===== src/rtl/apb_bridge_pkg.sv =====
// Shared types and constants for the APB register-file bridge.
// Used by apb_slave_ctrl and apb_addr_check.
package apb_bridge_pkg;

   typedef enum logic [1:0] {
      IDLE,
      WR_ISSUE,
      RD_ISSUE,
      RESP
   } state_t;

   localparam logic [31:0] REG_MAX_ADDR = 32'h3C;
   localparam int          NUM_REGS     = 16;

endpackage


===== src/rtl/apb_addr_check.sv =====
// Combinational address legality check for the register window.
// Flags addresses above REG_MAX_ADDR or not word aligned.
module apb_addr_check
   import apb_bridge_pkg::*;
#(
   parameter int ADDR_WIDTH = 32
) (
   input  logic [ADDR_WIDTH-1:0] addr,
   output logic                  illegal
);

   localparam logic [ADDR_WIDTH-1:0] MAX_A = ADDR_WIDTH'(REG_MAX_ADDR);

   // out of range or misaligned
   always_comb begin
      illegal = (addr > MAX_A) || (addr[1:0] != 2'b00);
   end

endmodule


===== src/rtl/apb_slave_ctrl.sv =====
// APB slave to register-file bridge, one wait state per transfer.
// Define APB_ADDR_CHECK_EN to reject illegal addresses with PSLVERR.
module apb_slave_ctrl
   import apb_bridge_pkg::*;
#(
   parameter int DATA_WIDTH = 32,
   parameter int ADDR_WIDTH = 32,
   parameter int NBYTES     = DATA_WIDTH / 8
) (
   input  logic                  clk,
   input  logic                  rst_n,
   input  logic                  PSEL,
   input  logic                  PENABLE,
   input  logic                  PWRITE,
   input  logic [ADDR_WIDTH-1:0] PADDR,
   input  logic [DATA_WIDTH-1:0] PWDATA,
   input  logic [NBYTES-1:0]     PSTRB,
   output logic                  PREADY,
   output logic [DATA_WIDTH-1:0] PRDATA,
   output logic                  PSLVERR,
   output logic [ADDR_WIDTH-1:0] rf_addr,
   output logic                  rf_read_en,
   output logic                  rf_write_en,
   output logic [NBYTES-1:0]     rf_byte_strobe,
   output logic [DATA_WIDTH-1:0] rf_wdata,
   input  logic [DATA_WIDTH-1:0] rf_rdata
);

   state_t state;
   logic   wr_q;
   logic   err_q;
   logic   illegal;
   logic   setup;

`ifdef APB_ADDR_CHECK_EN
   apb_addr_check #(
      .ADDR_WIDTH(ADDR_WIDTH)
   ) u_addr_check (
      .addr    (PADDR),
      .illegal (illegal)
   );
`else
   assign illegal = 1'b0;
`endif

   assign setup = PSEL && !PENABLE;

   // transfer FSM with registered strobes and handshake outputs
   always_ff @(posedge clk or negedge rst_n) begin
      if (!rst_n) begin
         state          <= IDLE;
         wr_q           <= 1'b0;
         err_q          <= 1'b0;
         rf_addr        <= '0;
         rf_wdata       <= '0;
         rf_byte_strobe <= '0;
         rf_write_en    <= 1'b0;
         rf_read_en     <= 1'b0;
         PREADY         <= 1'b0;
         PSLVERR        <= 1'b0;
      end else begin
         rf_write_en <= 1'b0;
         rf_read_en  <= 1'b0;
         PREADY      <= 1'b0;
         PSLVERR     <= 1'b0;
         unique case (state)
            IDLE: begin
               if (setup) begin
                  wr_q           <= PWRITE;
                  err_q          <= illegal;
                  rf_addr        <= PADDR;
                  rf_wdata       <= PWDATA;
                  rf_byte_strobe <= PWRITE ? PSTRB : '0;
                  rf_write_en    <= PWRITE && !illegal;
                  rf_read_en     <= !PWRITE && !illegal;
                  state          <= PWRITE ? WR_ISSUE : RD_ISSUE;
               end
            end
            WR_ISSUE, RD_ISSUE: begin
               if (!PSEL) begin
                  state <= IDLE;
               end else begin
                  state   <= RESP;
                  PREADY  <= 1'b1;
                  PSLVERR <= err_q;
               end
            end
            RESP: begin
               state <= IDLE;
            end
            default: state <= IDLE;
         endcase
      end
   end

   // read data only visible during the response of a good read
   always_comb begin
      PRDATA = '0;
      if (state == RESP && !wr_q && !err_q) begin
         PRDATA = rf_rdata;
      end
   end

endmodule


===== config.mk =====
export PLATFORM = sky130hd
export DESIGN_NAME = apb_slave_ctrl
export DESIGN_NICKNAME = d
export VERILOG_FILES = /design/src/rtl/apb_bridge_pkg.sv /design/src/rtl/apb_addr_check.sv /design/src/rtl/apb_slave_ctrl.sv
export SDC_FILE = /design/constraint.sdc
export NUM_CORES = 1
export LEC_CHECK = 0
export BUFFER_PORTS_ARGS = -buffer_cell sky130_fd_sc_hd__buf_2
export CAP_MARGIN = 30
export CORE_ASPECT_RATIO = 0.5
export CORE_MARGIN = 5
export CORE_UTILIZATION = 26
export DETAILED_ROUTE_END_ITERATION = 10
export GPL_TIMING_DRIVEN = 0
export PLACE_DENSITY = 0.52
export REMOVE_ABC_BUFFERS = 1
export SLEW_MARGIN = 0
export SYNTH_ARGS = -nofsm -noshare
export SYNTH_HDL_FRONTEND = slang
export SYNTH_SLANG_ARGS = --single-unit

===== constraint.sdc =====
create_clock -name clk -period 2.3 [get_ports clk]
set_input_delay 0.23 -clock clk [delete_from_list [all_inputs] [get_ports clk]]
set_output_delay 0.23 -clock clk [all_outputs]
set_load 0.1 [all_outputs]

; ---- After elaboration in Yosys (flattened, before gate mapping)
; Index checks and enable logic that the tools add are counted.
[classes]
n_addsub = 0
mul = 0
n_div = 0
order_cmp = 0
eq_ne = 4
shift = 0
n_mux = 12
bitwise = 0
n_reduce_logical = 8
[ops]
columns = op, n
row1 = $mux 32, 1
row2 = $mux 1, 6
row3 = $mux 2, 3
row4 = $pmux 2 s3, 1
row5 = $eq 2x2->1 const B, 2
row6 = $mux 4, 1
row7 = $logic_not 1->1, 3
row8 = $eq 2x1->1 const B, 1
row9 = $logic_and 1x1->1, 2
row10 = $logic_not 2->1, 1
row11 = $ne 2x2->1 const B, 1
row12 = $reduce_and 2->1, 1
row13 = $reduce_or 2->1, 1
[totals]
register_bits = 74
latch_bits = 0
ram_bits = 0
romBits = 0
output_inout_bits = 104
elab_cells = 32
n_memories = 0

; ---- Longest topological paths before layout
; Gate-level depths: netlist of run 1.
[logic_depth]
word_depth = 4
depth_mapped = 7
depth_no_buf = 5

; ---- Worst setup path after synthesis of run 1
; Ideal clock, no wire load.
[synth_timing]
path_type = flip-flop to output port
start = reg state[0]
end = out PRDATA[10]
t_arrival_ns = 1.680
setup_slack_ns = 0.390
path_stages_with_launch = 5
path_cell_list = dfrtp_1 -> ha_1 -> nor2b_1 -> clkbuf_1 -> and2_1
[synth_via]
elab_chain_cells = 3
[synth_lines]
columns = element, line
row1 = start: declaration, apb_slave_ctrl.sv:29  ; state_t state;
row2 = start signal: assignment, apb_slave_ctrl.sv:76  ; state <= PWRITE ? WR_ISSUE : RD_ISSUE;
row3 = $eq 2x2->1, apb_slave_ctrl.sv:99  ; if (state == RESP && !wr_q && !err_q) begin
row4 = $logic_and 1x1->1, apb_slave_ctrl.sv:99
row5 = $mux 32, apb_slave_ctrl.sv:99
row6 = end: declaration, apb_slave_ctrl.sv:19  ; output logic [DATA_WIDTH-1:0] PRDATA,
; Every way passes these cells.

; ---- Final worst setup path of run 1
[layout_timing]
start = reg state[1]
end = out PRDATA[2]
; Same word-level chain as after synthesis.

==> run summary, run 1 <==
Run status -> finished, final reports clean
Post-synth top area share -> 55.1%
Non-filler cells, final -> 607
Skew final -> 5.40 ps
Cell Area, Placed -> 0.00461 mm²
Number of synthesized flops with an enable pin -> 0
WL per Instance -> 14.8 µm
Count of final hold-check violations -> 0
Area contributors post-synth -> dfrtp_1 55%, mux2_4 28%, and2_1 6.0%
Rel. slew slack -> 66.1%
Final setup viols -> 0
Number of synthesized register bits -> 74
Die width -> 171 µm
Crit path time final -> 2110 ps
FMAX -> 475 MHz
Largest net degree at the start of global routing -> 55
DRC viols -> 0
Layout filler cell count -> 1233
Pre-Repair DR Iteration Count -> 4
Slowest-stage cell, CP -> buf_2
Latest clock arrival within the worst-skew pair -> 330 ps
Routed Antenna Nets -> 0
Hold Path Origin -> PWDATA[18]
Worst EP required -> 2070 ps
Gr ovfl total -> 0
Number of global-route vias before repair -> 2495
Post-Syn Area -> 0.00336 mm²
GR Util All Layers -> 11.4%
Design area -> 0.00498 mm²
Dpl cells -> 587
Final slew viol count -> 0
Crit-path max cell delay -> 420 ps
Final HPWL DP -> 7.15 mm
Worst reg2reg setup slack -> 590 ps
Critical path buffers and inverters -> 2
Die Y-Extent -> 90.4 µm
Tcrit/Tclk final -> 91.6%
Reg-to-Reg End -> rf_addr[10]$_DFFE_PN0P_
Worst Hold Class -> in -> reg
Netlist cell types -> 17
Clock Tree Root -> clkbuf_16
MaxCap Viol Count -> 0
PnR worst setup slack -> 194 ps
Core footprint -> 0.0127 mm²
Syn_area_per_cell -> 15.6 µm²
Critical Path AT -> 1880 ps
Total routed wirelength -> 8.98 mm
Diode count -> 0
Clk sinks -> 74
CP Depth -> 5
Area Overhead vs Synth -> 48.4%
Reg2reg start -> state[0]$_DFFE_PN0P_
Setup repair after global routing missed its margin -> false
Commonest register cell after synthesis -> dfrtp_1
Final GP Congestion -> 0.743
Fraction of registers with async set/reset -> 100%
Worst Setup End Kind -> output port
Area leader, netlist -> dfrtp_1
Type of the worst setup path -> reg -> out
Worst-path clk slew -> 60 ps
Starting density of the core -> 26.5%
CP cell instances -> ha_1 > nor2b_4 > buf_6 > and2_1 > buf_2
Total number of vias -> 2421
Post-Synthesis Cells -> 215
Starting DRC count in detailed routing -> 57
Cell family with the largest share of critical-path delay -> buffers and inverters
CTS buffer count -> 9
CP startpoint kind -> flop
Std-Cell Rows -> 29
Nets -> 540
Die Area -> 0.0154 mm²
Yosys warns -> 0
# port buffers -> 207
WHS -> 128 ps
Worst R2R Path Depth -> 6
Crit path to -> PRDATA[2]
Max Root-Sink Buffers -> 2
Worst Tran Pin Value -> 512 ps
Share of layout cells above drive strength 1 -> 68.6%
Pre-CTS WS -> 12.6 ps
Initial antenna violation count -> 0
Sequential element share of the synthesized area -> 55.1%
Via density -> 3.99
CTS tree -> yes
CP startpoint -> state[1]$_DFFE_PN0P_
First-pass GRT wire length -> 13.6 mm
Critical Path Fanout Max -> 20
Io pins -> 209
H-tree Lvls -> 3
## cell usage after synthesis, types with 2 or more instances
master / n
ha_1: 3
inv_1: 3
clkbuf_1: 3
mux2_2: 5
o21ai_0: 6
buf_6: 2
dfrtp_1: 74
mux2_4: 62
and2_1: 32
nand2b_1: 2
buf_12: 6
nand2_1: 11
nor2_1: 2
## layout by cell type, fill, tap and decap left out
cell type      synthesis  routed
bufinv_16              0       2
buf_2                  0     201
clkinv_4               0       1
buf_16                 0       5
o21ai_0                6       6
inv_6                  0       1
dfrtp_1               74      74
nand3b_1               1       1
buf_6                  2       1
nand2_1               11      11
buf_4                  1       4
buf_8                  0       1
clkinv_2               0       1
nand2b_1               2       2
dlygate4sd3_1          0       1
conb_1                 1       1
clkinvlp_4             0       1
ha_1                   3       3
clkbuf_4               0       5
nor2_1                 2       2
and2_1                32      32
mux2_4                62      62
nor2b_4                0       1
clkbuf_1               3       1
inv_1                  3       3
clkbuf_16              0       9
mux2_2                 5       5
## metrics by stage
| stage | utilization, % | setup TNS [ps] |
|---|---|---|
| finish | 39.4 | 0 |
| global route | 39.4 | 0 |
| CTS | 39.2 | 0 |
| detailed placement | 36.4 | 0 |
| global placement | 35.1 | -215430 |
| floorplan | - | -125980 |
## how the worst min path moves through the flow
stage / end / slack (ps) / depth (start not counted)
after floorplan: PREADY$_DFF_PN0_ / -70 / 0
after global placement: rf_wdata[24]$_DFFE_PN0P_ / 460 / 2
after detailed placement: rf_wdata[27]$_DFFE_PN0P_ / 140 / 1
after CTS: rf_wdata[11]$_DFFE_PN0P_ / 110 / 2
after global routing: rf_wdata[11]$_DFFE_PN0P_ / 110 / 2
final: rf_wdata[18]$_DFFE_PN0P_ / 130 / 2
## logic make-up (layout without fill, tap and decap cells)
logic type               count (synthesis)  count (layout)  share of synthesized area (%)
other                                    1               1                          0.112
AO/OA/AOI/OAI                            6               6                          0.894
multiplexers                            67              67                           29.4
buffers and inverters                   15             237                           5.14
AND/OR/NAND/NOR                         49              49                           8.20
flip-flops                              74              74                           55.1
adder cells (fa/ha/maj)                  3               3                           1.12
## layer usage
metal / GRT usage (%) / part of all wire, %
met5: 0 / 0
met1: 11.2 / 34
met4: 3.79 / 1.6
met3: 2.58 / 7.6
met2: 23.0 / 57
## area by class of cell
class	instances	area [µm²]	share of cell area (%)
clock inverter	6	90.1	1.81
multi-input combinational	126	1340	26.9
tap	170	213	4.27
inverter	3	11.3	0.226
clock buffer	10	229	4.59
sequential	74	1850	37.2
timing repair buffer	218	1250	25.0
## worst reg2reg max path, stage by stage (launching register included)
cell      delay [ps]
dfrtp_1          370
inv_1             70
ha_1             210
nand3b_1         210
buf_16           190
buf_8            190
mux2_2           350
## state kept, by name (all words and copies together) (netlist names)
register        count
rf_addr            32
PREADY              1
rf_read_en          1
rf_byte_strobe      4
state               2
wr_q                1
rf_write_en         1
rf_wdata           32
## what timing repair did
item | 4_1_cts | 5_1_grt
hold buffers | 1 | 0
cloned | 0 | 0
pin swaps | 1 | 0
resized for setup | 1 | 6
endpoints found under the setup margin | 56 | 20
buffers inserted | 3 | 0
endpoints found under the hold margin | 20 | 0
Power of run 1 is left out: the tool's default activity adds up to more than one toggle a clock period on the data nets, which glitch-free logic cannot reach.
==> run 2: changes to the inputs <==
--- a/config.mk
+++ b/config.mk
@@ -9,10 +9,10 @@
 export CAP_MARGIN = 30
 export CORE_ASPECT_RATIO = 0.5
 export CORE_MARGIN = 5
-export CORE_UTILIZATION = 26
+export CORE_UTILIZATION = 46
 export DETAILED_ROUTE_END_ITERATION = 10
 export GPL_TIMING_DRIVEN = 0
-export PLACE_DENSITY = 0.52
+export PLACE_DENSITY = 0.84
 export REMOVE_ABC_BUFFERS = 1
 export SLEW_MARGIN = 0
 export SYNTH_ARGS = -nofsm -noshare
==> constraint.sdc (replaced) <==
create_clock -name clk -period 2.7 [get_ports clk]
set_input_delay 0.27 -clock clk [delete_from_list [all_inputs] [get_ports clk]]
set_output_delay 0.27 -clock clk [all_outputs]
set_load 0.1 [all_outputs]
==> run 2 against run 1 <==
Against the previous run: final area shrank 2.4%; clock skew shrank 2.0 ps; first-iteration DRC count is 46% higher; critical path depth unchanged; worst setup slack better by 140 ps; count of clock-buffer cells in the layout grew 2; register-to-register slack hardly changed; via count is 5.2% higher; core utilization grew 28 points; die area is 40% lower.
==> run summary, run 2 (synthesized netlist as in run 1, its figures left out) <==
Latest clock arrival within the worst-skew pair -> 320 ps
Non-filler cells, final -> 529
Type of the worst setup path -> reg -> out
Tcrit/Tclk final -> 87.8%
Io pins -> 209
Clk sinks -> 74
Worst Setup End Kind -> output port
Most common cell after layout, fill and taps aside -> buf_2
Clock Tree Root -> clkbuf_16
Final slew viol count -> 0
CP cell instances -> ha_1 > nor2b_2 > buf_4 > and2_1 > buf_2
Most frequent cells in the layout -> 206 x buf_2, 74 x dfrtp_1, 62 x mux2_4
H-tree Lvls -> 3
Reg2reg start -> state[1]$_DFFE_PN0P_
Gr ovfl total -> 0
Cell family with the largest share of critical-path delay -> buffers and inverters
Largest net degree at the start of global routing -> 75
Setup repair after global routing missed its margin -> false
Setup TNS -> 0 ps
Pre-Repair DR Iteration Count -> 4
Slowest-stage cell, CP -> buf_2
Crit path to -> PRDATA[17]
Cell Area, Placed -> 0.00450 mm²
WHS -> 77.7 ps
Max Root-Sink Buffers -> 2
Worst EP required -> 2430 ps
Total number of vias -> 2546
DRC viols -> 0
CTS buffer count -> 9
Die Y-Extent -> 70.4 µm
Via density -> 4.81
Final setup viols -> 0
WL per Instance -> 18.5 µm
Run status -> finished, final reports clean
Layout filler cell count -> 524
Diode count -> 0
Nets -> 536
Critical Path AT -> 2100 ps
Worst reg2reg setup slack -> 590 ps
Final GP Congestion -> 0.770
CP startpoint -> state[1]$_DFFE_PN0P_
Std-Cell Rows -> 22
Starting density of the core -> 46.6%
Number of global-route vias before repair -> 2729
Initial antenna violation count -> 0
Worst R2R Path Depth -> 8
Design area -> 0.00486 mm²
Count of final hold-check violations -> 0
Crit-path max cell delay -> 420 ps
Area Overhead vs Synth -> 44.8%
Critical Path Fanout Max -> 18
CTS hold repair buffers -> 0
Crit path time final -> 2370 ps
GR Util All Layers -> 20.6%
Rel. slew slack -> 40.1%
CP startpoint kind -> flop
Starting DRC count in detailed routing -> 83
Die Area -> 0.00921 mm²
Largest regs -> rf_addr x32, rf_wdata x32, rf_byte_strobe x4
Cts repair resizes -> 0
CTS tree -> yes
Worst Hold Class -> in -> async
Dpl cells -> 512
FMAX -> 422 MHz
Post-CTS setup buffer count -> 0
First-pass GRT wire length -> 14.2 mm
Share of layout cells above drive strength 1 -> 68.4%
Critical path buffers and inverters -> 2
Worst Tran Pin Value -> 899 ps
Routed Antenna Nets -> 0
Final HPWL DP -> 7.16 mm
Total routed wirelength -> 9.78 mm
Die width -> 131 µm
Core footprint -> 0.00721 mm²
Reg-to-Reg End -> rf_addr[4]$_DFFE_PN0P_
# port buffers -> 207
CP Depth -> 5
Worst-path clk slew -> 60 ps
Skew final -> 3.41 ps
MaxCap Viol Count -> 0
run 2: changes by cell type in the layout (fill, tap and decap cells not counted), sizes merged:
| cell | delta |
|---|---|
| clkinv | -1 |
| clkinvlp | -1 |
| buf | +2 |
| inv | -1 |
| dlygate4sd3 | -1 |
| clkbuf | -3 |
| bufinv | +1 |
run 2: stage by stage:
stage          worst slack, ps  util (%)
2_1_floorplan            -1470         -
3_3_place_gp             -2390      60.4
3_5_place_dp               162      62.4
4_1_cts                   40.6      67.2
5_1_grt                    162      67.4
6_report                   330      67.4
run 2: worst min path at each step:
stage                                   from                             to  slack [ps]  cells past startpoint
2_1_floorplan                          rst_n               PREADY$_DFF_PN0_         -30                      0
3_3_place_gp   rf_byte_strobe[3]$_DFFE_PN0P_  rf_byte_strobe[3]$_DFFE_PN0P_         460                      2
3_5_place_dp                           rst_n       rf_wdata[15]$_DFFE_PN0P_         460                      1
4_1_cts                                rst_n       rf_wdata[15]$_DFFE_PN0P_         110                      1
5_1_grt                           PWDATA[13]       rf_wdata[13]$_DFFE_PN0P_         160                      2
6_report                               rst_n       rf_wdata[15]$_DFFE_PN0P_          80                      1
run 2: cell type report:
type	count	area, µm²	share of cell area [%]
repair buffers	214	1200	24.6
well taps	96	120	2.47
inverters	3	11.3	0.232
multi-input cells	126	1340	27.5
clock inverters	4	98.8	2.03
clock buffers	12	246	5.07
flip-flops and latches	74	1850	38.1
run 2: layer usage:
metal  share of wire [%]  track usage, %  vias up
met4                 4.1            9.92        0
met3                 7.6            5.81       38
met1                  33            19.5     1243
li1                    -               -     1140
met2                  56            40.2      125
met5                   0               0        -
Power of run 2 is left out for the same reason.
